$ cat config.mk
export PLATFORM = sky130hd
export DESIGN_NAME = mem_access_ctrl
export DESIGN_NICKNAME = d
export VERILOG_FILES = /design/src/rtl/mem_access_ctrl.sv
export SDC_FILE = /design/constraint.sdc
export NUM_CORES = 1
export LEC_CHECK = 0
export ABC_CLOCK_PERIOD_IN_PS = 4700
export BUFFER_PORTS_ARGS = -buffer_cell sky130_fd_sc_hd__buf_2
export CAP_MARGIN = 20
export CORE_ASPECT_RATIO = 0.75
export CORE_MARGIN = 3
export CORE_UTILIZATION = 50
export DETAILED_ROUTE_END_ITERATION = 6
export GPL_TIMING_DRIVEN = 0
export PLACE_DENSITY = 0.9
export SYNTH_ARGS = -nofsm -noshare
export SYNTH_HDL_FRONTEND = slang
export SYNTH_SLANG_ARGS = --single-unit
export TNS_END_PERCENT = 1
$ cat constraint.sdc
create_clock -name clk -period 4.7 [get_ports clk]
set_input_delay 1.175 -clock clk [delete_from_list [all_inputs] [get_ports clk]]
set_output_delay 1.175 -clock clk [all_outputs]
set_load 0.005 [all_outputs]
$ cat src/rtl/mem_access_ctrl.sv
// rtl/mem_access_ctrl.sv - fetch/load-store sequencer for the unified ROM/RAM memory
module mem_access_ctrl #(
    parameter int                    DATA_WIDTH = 32,
    parameter logic [DATA_WIDTH-1:0] RAM_BASE   = 32'h1000_0000,
    parameter logic [DATA_WIDTH-1:0] NOP_INSTR  = 32'h0000_0013
) (
    input  logic                  clk,
    input  logic                  rst_n,
    input  logic                  fetch_req_i,
    input  logic [DATA_WIDTH-1:0] pc_i,
    input  logic                  ls_req_i,
    input  logic                  ls_we_i,
    input  logic [DATA_WIDTH-1:0] ls_addr_i,
    input  logic [DATA_WIDTH-1:0] ls_wdata_i,
    input  logic [DATA_WIDTH-1:0] mem_rdata_i,
    output logic [DATA_WIDTH-1:0] mem_addr_o,
    output logic [DATA_WIDTH-1:0] mem_wdata_o,
    output logic                  mem_we_o,
    output logic [DATA_WIDTH-1:0] instr_o,
    output logic                  fetch_done_o,
    output logic [DATA_WIDTH-1:0] ld_data_o,
    output logic                  ls_done_o,
    output logic                  addr_err_o,
    output logic                  busy_o
);

    typedef enum logic [1:0] {IDLE, ACCESS, RESP} state_t;

    state_t                  state, state_nxt;
    logic                    accept_ls, accept_fetch, accept;
    logic [DATA_WIDTH-1:0]   req_addr;
    logic                    req_err;
    logic                    lat_ls, lat_store, lat_err;
    logic                    we_nxt, fetch_done_nxt, ls_done_nxt, err_nxt, busy_nxt;

    // Load/store wins over a simultaneous fetch; requests are only looked at in IDLE.
    always_comb begin
        accept_ls    = (state == IDLE) && ls_req_i;
        accept_fetch = (state == IDLE) && !ls_req_i && fetch_req_i;
        accept       = accept_ls || accept_fetch;
        req_addr     = accept_ls ? ls_addr_i : pc_i;
        req_err      = (req_addr[1:0] != 2'b00) ||
                       (accept_ls && ls_we_i && (req_addr < RAM_BASE));
    end

    always_ff @(posedge clk or negedge rst_n) begin
        if (!rst_n) begin
            state <= IDLE;
        end else begin
            state <= state_nxt;
        end
    end

    always_comb begin
        state_nxt = state;
        unique case (state)
            IDLE:    if (accept) state_nxt = ACCESS;
            ACCESS:  state_nxt = RESP;
            RESP:    state_nxt = IDLE;
            default: state_nxt = IDLE;
        endcase
    end

    always_comb begin
        we_nxt         = accept_ls && ls_we_i && !req_err;
        fetch_done_nxt = (state == ACCESS) && !lat_ls;
        ls_done_nxt    = (state == ACCESS) && lat_ls;
        err_nxt        = (state == ACCESS) && lat_err;
        busy_nxt       = (state_nxt != IDLE);
    end

    always_ff @(posedge clk or negedge rst_n) begin
        if (!rst_n) begin
            mem_addr_o   <= '0;
            mem_wdata_o  <= '0;
            mem_we_o     <= 1'b0;
            instr_o      <= NOP_INSTR;
            ld_data_o    <= '0;
            fetch_done_o <= 1'b0;
            ls_done_o    <= 1'b0;
            addr_err_o   <= 1'b0;
            busy_o       <= 1'b0;
            lat_ls       <= 1'b0;
            lat_store    <= 1'b0;
            lat_err      <= 1'b0;
        end else begin
            if (accept) begin
                mem_addr_o <= req_addr;
                lat_ls     <= accept_ls;
                lat_store  <= accept_ls && ls_we_i;
                lat_err    <= req_err;
            end
            if (accept_ls && ls_we_i) begin
                mem_wdata_o <= ls_wdata_i;
            end
            // Read data is valid during ACCESS; an erroring request captures nothing.
            if (state == ACCESS && !lat_err) begin
                if (!lat_ls) begin
                    instr_o <= mem_rdata_i;
                end else if (!lat_store) begin
                    ld_data_o <= mem_rdata_i;
                end
            end
            mem_we_o     <= we_nxt;
            fetch_done_o <= fetch_done_nxt;
            ls_done_o    <= ls_done_nxt;
            addr_err_o   <= err_nxt;
            busy_o       <= busy_nxt;
        end
    end

endmodule

==> flow_metrics.tcl, run 1 <==
set metrics [dict create \
    status "completed" \
    reg2reg_from "state[1]$_DFF_PN0_" \
    port-buffer-count 264 \
    combinationalPowerShare_pct 35.9 \
    insertion_delay_ns 0.40 \
    drive_above_1_share_pct 57.5 \
    cp-end-kind "register" \
    report.final.setup_viol 0 \
    maxSlewViolCount 0 \
    start_util_pct 52.2 \
    dpl.hpwl_mm 12.3 \
    ys_warn_count 0 \
    final_cell_mix "buf_2 (268), dfrtp_1 (135), mux2_2 (65)" \
    timing.rr.end "instr_o[10]$_DFFE_PN0P_" \
    finish.utilization_pct 71.4 \
    layout_commonest_cell "buf_2" \
    pre_cts_slack_ns 1.90 \
    cts_tree "yes" \
    synth.avg_cell_area_um2 13.9 \
    period_needed_ns 2.39 \
    clkSinkCount 138 \
    chipWidth_um 130 \
    drtIter0Drc 209 \
    via_per_inst 5.55 \
    overflow 0 \
    syn_to_final_growth_pct 36.7 \
    grt_pass1_wl_mm 25.5 \
    grt_usage_pct 25.0 \
    slew_headroom_pct 50.1 \
    clockBufferDepth 2 \
    power.leakage_nw 3.95 \
    syn-num-nets 551 \
    async_reset_ff_share_pct 100 \
    swShare_pct 31.6 \
    maxCapViolations 0 \
    critical_path.startpoint "ls_req_i" \
    worst-path-max-fanout 10 \
    ant_nets 0 \
    final.setup.tns_ns 0 \
    dieArea_um2 12900 \
    synth-seq-area-share_pct 59.6 \
    die_height_um 99.3 \
    hold_ws_ns 0.501 \
    tightest_slew_ns 0.742 \
    num_vias 4755 \
    intPower_w 0.00375 \
    hold_path_class "reg2reg" \
    first_pass_iters 5 \
    grt_pass1_vias 4915 \
    syn_inst 418 \
    power.density_nw_per_um2 692 \
    synth_edf_count 0 \
    num_rows 33 \
    cts-buffers-inserted 17 \
    seqCellArea_um2 3460 \
    synth-seq-cells 138 \
    n_fill_cell 734 \
    wire_per_inst_um 19.3 \
    period_share_pct 50.7 \
    cts_resized 0 \
    post_cts.repair.setup_buffers 0 \
    crit_type "in2reg" \
    netlist_area_um2 5800 \
    htree_levels 4 \
    antenna_found_initial 1 \
    endpoint "mem_wdata_o[19]$_DFFE_PN0P_" \
    reg2reg_depth 4 \
    pin_count 266 \
    synth_ff_type "dfrtp_1" \
    peakVddDrop_v 0.000412 \
    r2r_slack_ns 2.59 \
    rsz0062_at_grt "no" \
    worstPathRequired_ns 4.98 \
    clk_pin_slew_ns 0.06 \
    drc 0 \
    cts-root-buf "clkbuf_16" \
    cp.arrival_ns 2.67 \
    finalHoldViolCount 0 \
    max_freq_ghz 0.419 \
    switchingPower_w 0.00173 \
    grt_max_degree 75 \
    worst_slack_ns 2.31 \
    holdBufCountCts 0 \
    core-area_um2 11100 \
    skew_ns 0.0118 \
    p_clk_share_pct 24.5 \
    critPathLaunchType "input port" \
    nets 835 \
    seq_power_share_pct 39.6 \
    ys_types 34 \
    routed_wl_mm 16.5 \
    gp_congestion 0.918 \
    multi_input_area_um2 2140 \
]
## how the worst min path moves through the flow
stage / to / startpoint / slack [ns] / cells after the start
6_report: instr_o[23]$_DFFE_PN0P_ / instr_o[23]$_DFFE_PN0P_ / 0.50 / 1
5_1_grt: mem_wdata_o[31]$_DFFE_PN0P_ / mem_wdata_o[31]$_DFFE_PN0P_ / 0.51 / 1
4_1_cts: instr_o[14]$_DFFE_PN0P_ / instr_o[14]$_DFFE_PN0P_ / 0.50 / 1
3_5_place_dp: ld_data_o[4]$_DFFE_PN0P_ / ld_data_o[4]$_DFFE_PN0P_ / 0.49 / 1
3_3_place_gp: mem_wdata_o[3]$_DFFE_PN0P_ / mem_wdata_o[3]$_DFFE_PN0P_ / 0.46 / 1
2_1_floorplan: fetch_done_o$_DFF_PN0_ / lat_ls$_DFFE_PN0P_ / 0.45 / 1
## logic make-up (layout without fill, tap and decap cells)
logic type,after synthesis,in the layout,synth area share (%)
compound gates,99,99,10.8
buf+inv,34,331,3.47
other cells,0,1,0
flops,138,138,59.6
simple gates,51,51,5.61
mux,96,96,20.6
## stage by stage
step	instance area, um^2	cells	total power (W)
floorplan	5800	418	0.00318
global placement	7300	822	0.00400
detailed placement	7330	823	0.00414
CTS	7930	855	0.00552
global route	7930	856	0.00581
finish	7930	856	0.00549
## flip-flops by register name, summed over array words and instances (netlist names)
signal        flops
mem_addr_o       32
ld_data_o        32
state             2
addr_err_o        1
instr_o          32
ls_done_o         1
lat_ls            1
fetch_done_o      1
lat_store         1
mem_wdata_o      32
busy_o            1
mem_we_o          1
lat_err           1
## critical path, stage by stage
cell and delay [ns]:
buf_2 0.16, or3b_1 0.35, buf_2 0.19, nor2_4 0.18, buf_4 0.25, mux2_2 0.35
## synth_stat cells, types with 2 or more instances
master,n,area (um^2)
a21oi_1,2,10.0
a22oi_1,30,225
a31oi_1,30,188
and2_1,2,12.5
buf_12,3,60.1
buf_2,5,25.0
buf_4,3,22.5
clkbuf_1,18,67.6
dfrtp_1,135,3380
dfstp_2,3,78.8
inv_1,3,11.3
mux2_2,65,732
mux2_4,30,450
nand2_1,3,11.3
nor2_1,4,15.0
nor2b_1,30,188
nor3_1,3,15.0
o21ai_0,30,150
o22ai_1,4,25.0
## metal layers
metal / vias up / track usage, % / routed length (um) / part of all wire [%]
met5: - / 0 / 0 / 0
met4: 0 / 7.83 / 174 / 1.1
met2: 274 / 41.8 / 8270 / 50
met1: 2362 / 31.4 / 6510 / 40
li1: 2102 / - / - / -
met3: 17 / 7.41 / 1520 / 9.2
## cell type report
cell class	count	area share [%]
clock inverters	11	1.85
well taps	140	2.21
plain buffers	31	2.40
clock buffers	21	5.68
flip-flops and latches	138	43.6
inverters	3	0.142
multi-input cells	246	27.0
repair buffers	265	17.1
diodes	1	0.0315
## power by group through the flow
stage	Sequential, W	Combinational, W	Clock [W]
floorplan	0.00216	0.00101	0
global placement	0.00211	0.00189	0
detailed placement	0.00216	0.00198	0
CTS	0.00216	0.00199	0.00137
global route	0.00224	0.00215	0.00142
finish	0.00217	0.00197	0.00134
No activity file was read; power rests on OpenSTA's default activity.
==> run 2, diff against run 1 <==
Settings changed: ABC_AREA set to 1, ABC_CLOCK_PERIOD_IN_PS 4700 to 2000, CORE_UTILIZATION 50 to 42, PLACE_DENSITY 0.9 to 0.82.
Clock period 4.7 ns to 2 ns, I/O delays scaled along.
==> run 2 against run 1 <==
Against the previous run:
- area after synthesis shrank 4.9%
- via count shrank 1.1%
- critical path depth is the same
- sequential power grew 130%
- power grew 130%
- largest power group unchanged
- highest routed layer unchanged
==> flow_metrics.tcl, run 2 <==
set metrics [dict create \
    peakVddDrop_v 0.000814 \
    maxCapViolations 0 \
    grt_usage_pct 21.0 \
    antenna_found_initial 0 \
    ys_warn_count 0 \
    n_fill_cell 1069 \
    die_height_um 105 \
    grt_pass1_vias 4803 \
    syn-num-nets 659 \
    via_per_inst 4.76 \
    ys_types 24 \
    synth.avg_cell_area_um2 10.5 \
    layout_commonest_cell "buf_2" \
    nets 943 \
    clkSinkCount 138 \
    num_vias 4703 \
    pin_count 266 \
    pre_cts_slack_ns 0.264 \
    netlist_area_um2 5520 \
    ys_top_cells_by_count "dfrtp_1 (135), nand2_1 (124), o21ai_0 (84)" \
    rsz0062_at_grt "no" \
    finish.utilization_pct 60.9 \
    drive_above_1_share_pct 44.2 \
    yosysMostFrequentCell "dfrtp_1" \
    grt_pass1_wl_mm 24.6 \
    async_reset_ff_share_pct 100 \
    clk_pin_slew_ns 0.07 \
    power.density_nw_per_um2 1640 \
    worstPathRequired_ns 2.32 \
    htree_levels 4 \
    dieArea_um2 14600 \
    report.final.setup_viol 0 \
    syn_to_final_growth_pct 38.7 \
    start_util_pct 43.9 \
    ant_nets 0 \
    cts-root-buf "clkbuf_16" \
    maxSlewViolCount 0 \
    wire_per_inst_um 15.5 \
    holdBufCountCts 0 \
    period_needed_ns 1.66 \
    finalHoldViolCount 0 \
    post_cts.repair.setup_buffers 0 \
    n_antenna_cell 0 \
    overflow 0 \
    num_rows 35 \
    max_freq_ghz 0.602 \
    synth_largest_area_cell "dfrtp_1" \
    core-area_um2 12600 \
    multi_input_area_um2 1760 \
    worst-path-max-fanout 10 \
    dpl.hpwl_mm 11.6 \
    tightest_slew_ns 0.643 \
    drc 0 \
    cp.arrival_ns 1.98 \
    seqCellArea_um2 3460 \
    synth-seq-area-share_pct 62.6 \
    clockBufferDepth 2 \
    cp-end-kind "register" \
    syn_inst 526 \
    slew_headroom_pct 57.2 \
    critPathLaunchType "register" \
    synth_ff_type "dfrtp_1" \
    worst_slack_ns 0.339 \
    insertion_delay_ns 0.40 \
    power.leakage_nw 4.21 \
    drtIter0Drc 221 \
    crit_type "reg2reg" \
    gp_congestion 0.917 \
    final_cell_mix "buf_2 (278), dfrtp_1 (135), nand2_1 (124)" \
    reg2reg_depth 6 \
    port-buffer-count 264 \
    chipWidth_um 138 \
    synth-seq-cells 138 \
    status "completed" \
    synth_edf_count 0 \
    skew_ns 0.00759 \
    grt_max_degree 72 \
    cts_tree "yes" \
    yosysTopAreaCellShare_pct 61.2 \
    synth_area_leaders "dfrtp_1 (61%), nand2_1 (8.4%), mux2_4 (7.6%), o21ai_0 (7.6%), o21ai_1 (3.1%)" \
    routed_wl_mm 15.3 \
    cts-buffers-inserted 17 \
    hold_path_class "in2async" \
    cts_resized 0 \
    period_share_pct 83.0 \
    first_pass_iters 4 \
]
run 2: per-stage QoR:
step,std cells,power [W],TNS (ns),hold slack [ns],cell area [um^2]
2_1_floorplan,526,0.00733,0,0.204,5520
3_3_place_gp,956,0.00942,-182.55,0.461,7050
3_5_place_dp,957,0.00962,0,0.464,7080
4_1_cts,989,0.0127,0,0.105,7660
5_1_grt,989,0.0135,0,0.113,7660
6_report,989,0.0126,0,0.0904,7660
run 2: logic make-up (layout without fill, tap and decap cells):
family          after synthesis  after routing  synth area share (%)
mux                          32             32                  8.43
buf+inv                      68            365                  5.46
compound gates              120            120                  11.0
simple gates                168            168                  12.5
flops                       138            138                  62.6
run 2: power breakdown:
part           leakage, nW  switching [W]  internal [W]
clock network        0.271        0.00125       0.00177
registers             1.67       0.000754       0.00422
logic                 2.27        0.00240       0.00218
run 2: area by class of cell:
cell class,instances,share of cell area (%)
buffer,28,1.98
clock buffer,18,5.73
clock inverter,14,1.76
inverter,40,1.96
multi-input combinational,320,23.0
sequential,138,45.1
tap,166,2.71
timing repair buffer,265,17.7
run 2: worst max-delay path, cell delays in order (launching register included):
cell,delay [ns]
dfrtp_1,0.42
nor2_4,0.19
o21ai_2,0.16
inv_2,0.15
clkbuf_1,0.33
o21ai_0,0.19
o21ai_1,0.14
run 2: final timing paths:
| path | from | endpoint | slack, ns |
|---|---|---|---|
| min in group clk | ls_wdata_i[27] | mem_wdata_o[27]$_DFFE_PN0P_ | 0.32 |
| worst max-delay path | state[1]$_DFF_PN0_ | mem_addr_o[17]$_DFFE_PN0P_ | 0.34 |
| worst min-delay path | rst_n | mem_addr_o[6]$_DFFE_PN0P_ | 0.09 |
| worst min register to register | mem_addr_o[1]$_DFFE_PN0P_ | mem_addr_o[1]$_DFFE_PN0P_ | 0.47 |
| worst max register to register | state[1]$_DFF_PN0_ | mem_addr_o[17]$_DFFE_PN0P_ | 0.34 |
| max in group asynchronous | rst_n | instr_o[0]$_DFFE_PN1P_ | 1.11 |
run 2: metal layers:
| metal | GRT usage (%) | share of wire, % | up-vias | wire length, um |
|---|---|---|---|---|
| met5 | 0 | 0 | - | 0 |
| met4 | 5.43 | 1.0 | 0 | 157 |
| met3 | 5.44 | 6.6 | 14 | 1020 |
| met2 | 33.8 | 48 | 177 | 7380 |
| met1 | 28.7 | 44 | 2240 | 6790 |
| li1 | - | - | 2272 | - |
==> run 3, diff against run 2 <==
Settings changed: ABC_AREA 1 to 0, ABC_CLOCK_PERIOD_IN_PS 2000 to 1300, PLACE_DENSITY 0.82 to 0.81.
Clock period 2 ns to 1.3 ns, I/O delays scaled along.
==> run 3 against run 2 <==
Against the previous run:
- the flow now finishes with violations (setup timing)
- combinational power increased by 74%
- hold slack improved by 0.040 ns
- critical path type unchanged
- maximum frequency decreased by 9.0%
- critical endpoint is now mem_wdata_o[15]$_DFFE_PN0P_
- non-clock buffer count increased by 11
- sequential power increased by 59%
==> flow_metrics.tcl, run 3 (synthesized netlist as in run 1, its figures left out) <==
set metrics [dict create \
    rsz0062_at_grt "yes" \
    maxSlewViolCount 0 \
    period_needed_ns 1.83 \
    grt_pass1_vias 4883 \
    violations "setup timing" \
    pre_cts_slack_ns -0.957 \
    slowest_delay_ns 0.47 \
    nets 843 \
    clk_pin_slew_ns 0.06 \
    hold_start "ls_wdata_i[3]" \
    cp-end-kind "register" \
    whs_path_depth 2 \
    cts_tree "yes" \
    slew_headroom_pct 65.8 \
    power.density_nw_per_um2 2470 \
    status "finished with violations" \
    hold_path_class "in2reg" \
    crit_type "reg2reg" \
    drive_above_1_share_pct 60.6 \
    grt_max_degree 79 \
    maxCapViolations 0 \
    cts-buffers-inserted 17 \
    num_rows 36 \
    insertion_delay_ns 0.41 \
    cp_slowest_cell "dfrtp_2" \
    grt_pass1_wl_mm 25.8 \
    report.final.setup_viol 135 \
    critPathLaunchType "register" \
    placed_area_um2 7390 \
    pin_count 266 \
    drtIter0Drc 259 \
    final.setup.tns_ns -50.02 \
    antenna_found_initial 1 \
    cts-root-buf "clkbuf_16" \
    htree_levels 4 \
    layout_commonest_cell "buf_2" \
    ant_nets 0 \
    tightest_slew_ns 0.513 \
    first_pass_iters 6 \
    cp_common_cell "buf_6" \
    num_vias 4725 \
    syn_to_final_growth_pct 43.9 \
    design_area_um2 8350 \
    die_height_um 108 \
    worst_slack_ns -0.526 \
    finalHoldViolCount 0 \
    clkSinkCount 138 \
    worstPathRequired_ns 1.58 \
    port-buffer-count 264 \
    gp_congestion 0.873 \
    start_util_pct 43.8 \
    r2r_slack_ns -0.53 \
    period_share_pct 140 \
    reg2reg_depth 6 \
    clockBufferDepth 2 \
    chipWidth_um 142 \
    overflow 0 \
    wire_per_inst_um 19.2 \
    cp.arrival_ns 2.11 \
    via_per_inst 5.29 \
    cp_cell_sequence "or3b_1 -> buf_6 -> nor2_4 -> buf_12 -> buf_6 -> mux2_2" \
    worst-path-max-fanout 8 \
    dpl.hpwl_mm 12.3 \
    skew_ns 0.0109 \
    final_cell_mix "buf_2 (261), dfrtp_1 (133), mux2_4 (65)" \
    reg2reg_from "state[0]$_DFF_PN0_" \
    grt_usage_pct 21.7 \
    drc 0 \
    power.leakage_nw 4.18 \
    dieArea_um2 15300 \
    peakVddDrop_v 0.00151 \
    timing.rr.end "mem_wdata_o[15]$_DFFE_PN0P_" \
    routed_wl_mm 17.1 \
    critical_path.startpoint "state[0]$_DFF_PN0_" \
    core-area_um2 13200 \
    worstHoldEndpoint "mem_wdata_o[3]$_DFFE_PN0P_" \
    max_freq_ghz 0.548 \
]
## run 3: repair_timing
action / 4_1_cts / 5_1_grt
buffers inserted: 4 / 1
resized for setup: 60 / 28
pin swaps: 1 / 0
endpoints found under the hold margin: 57 / 0
hold buffers: 1 / 0
setup endpoints to repair: 136 / 255
cloned: 2 / 1
## run 3: how the worst max path moves through the flow
stage / endpoint / cells after the start
CTS: ld_data_o[26]$_DFFE_PN0P_ / 4
floorplan: ld_data_o[10]$_DFFE_PN0P_ / 5
detailed placement: instr_o[25]$_DFFE_PN0P_ / 4
global route: ld_data_o[26]$_DFFE_PN0P_ / 4
finish: mem_wdata_o[15]$_DFFE_PN0P_ / 6
global placement: mem_wdata_o[22]$_DFFE_PN0P_ / 1
## run 3: layout make-up
type | count | area (um^2)
flip-flops and latches | 138 | 3460
repair buffers | 274 | 1490
fillers | 988 | 4890
plain buffers | 30 | 279
clock buffers | 20 | 467
inverters | 3 | 11.3
well taps | 171 | 214
clock inverters | 10 | 119
multi-input cells | 246 | 2310
diodes | 1 | 2.50
## run 3: per-layer routing
layer | vias to the layer above | part of all wire (%) | track usage, %
met2 | 260 | 48 | 35.6
met4 | 0 | 1.5 | 7.26
met3 | 26 | 8.2 | 6.79
met5 | - | 0 | 0
met1 | 2331 | 42 | 27.4
li1 | 2108 | - | -
## run 3: power breakdown
part	total (W)	switching [W]	internal, W
clock network	0.00473	0.00177	0.00296
registers	0.00790	0.00142	0.00648
logic	0.00799	0.00326	0.00472
## run 3: critical path: cells and delay by family (launching register included)
kind                   cells  cell delay (ns)
muxes                      1             0.34
buffers and inverters      3             0.43
DFF                        1             0.47
and+or+nand+nor            2             0.48
## run 3: metrics by stage
step	hold slack, ns	total power (W)	cells	util, %
detailed placement	0.354	0.0150	854	55.8
floorplan	0.0294	0.0115	418	-
global route	0.107	0.0218	893	63.1
CTS	0.110	0.0204	890	62.0
global placement	0.471	0.0146	853	55.5
finish	0.131	0.0206	893	63.1
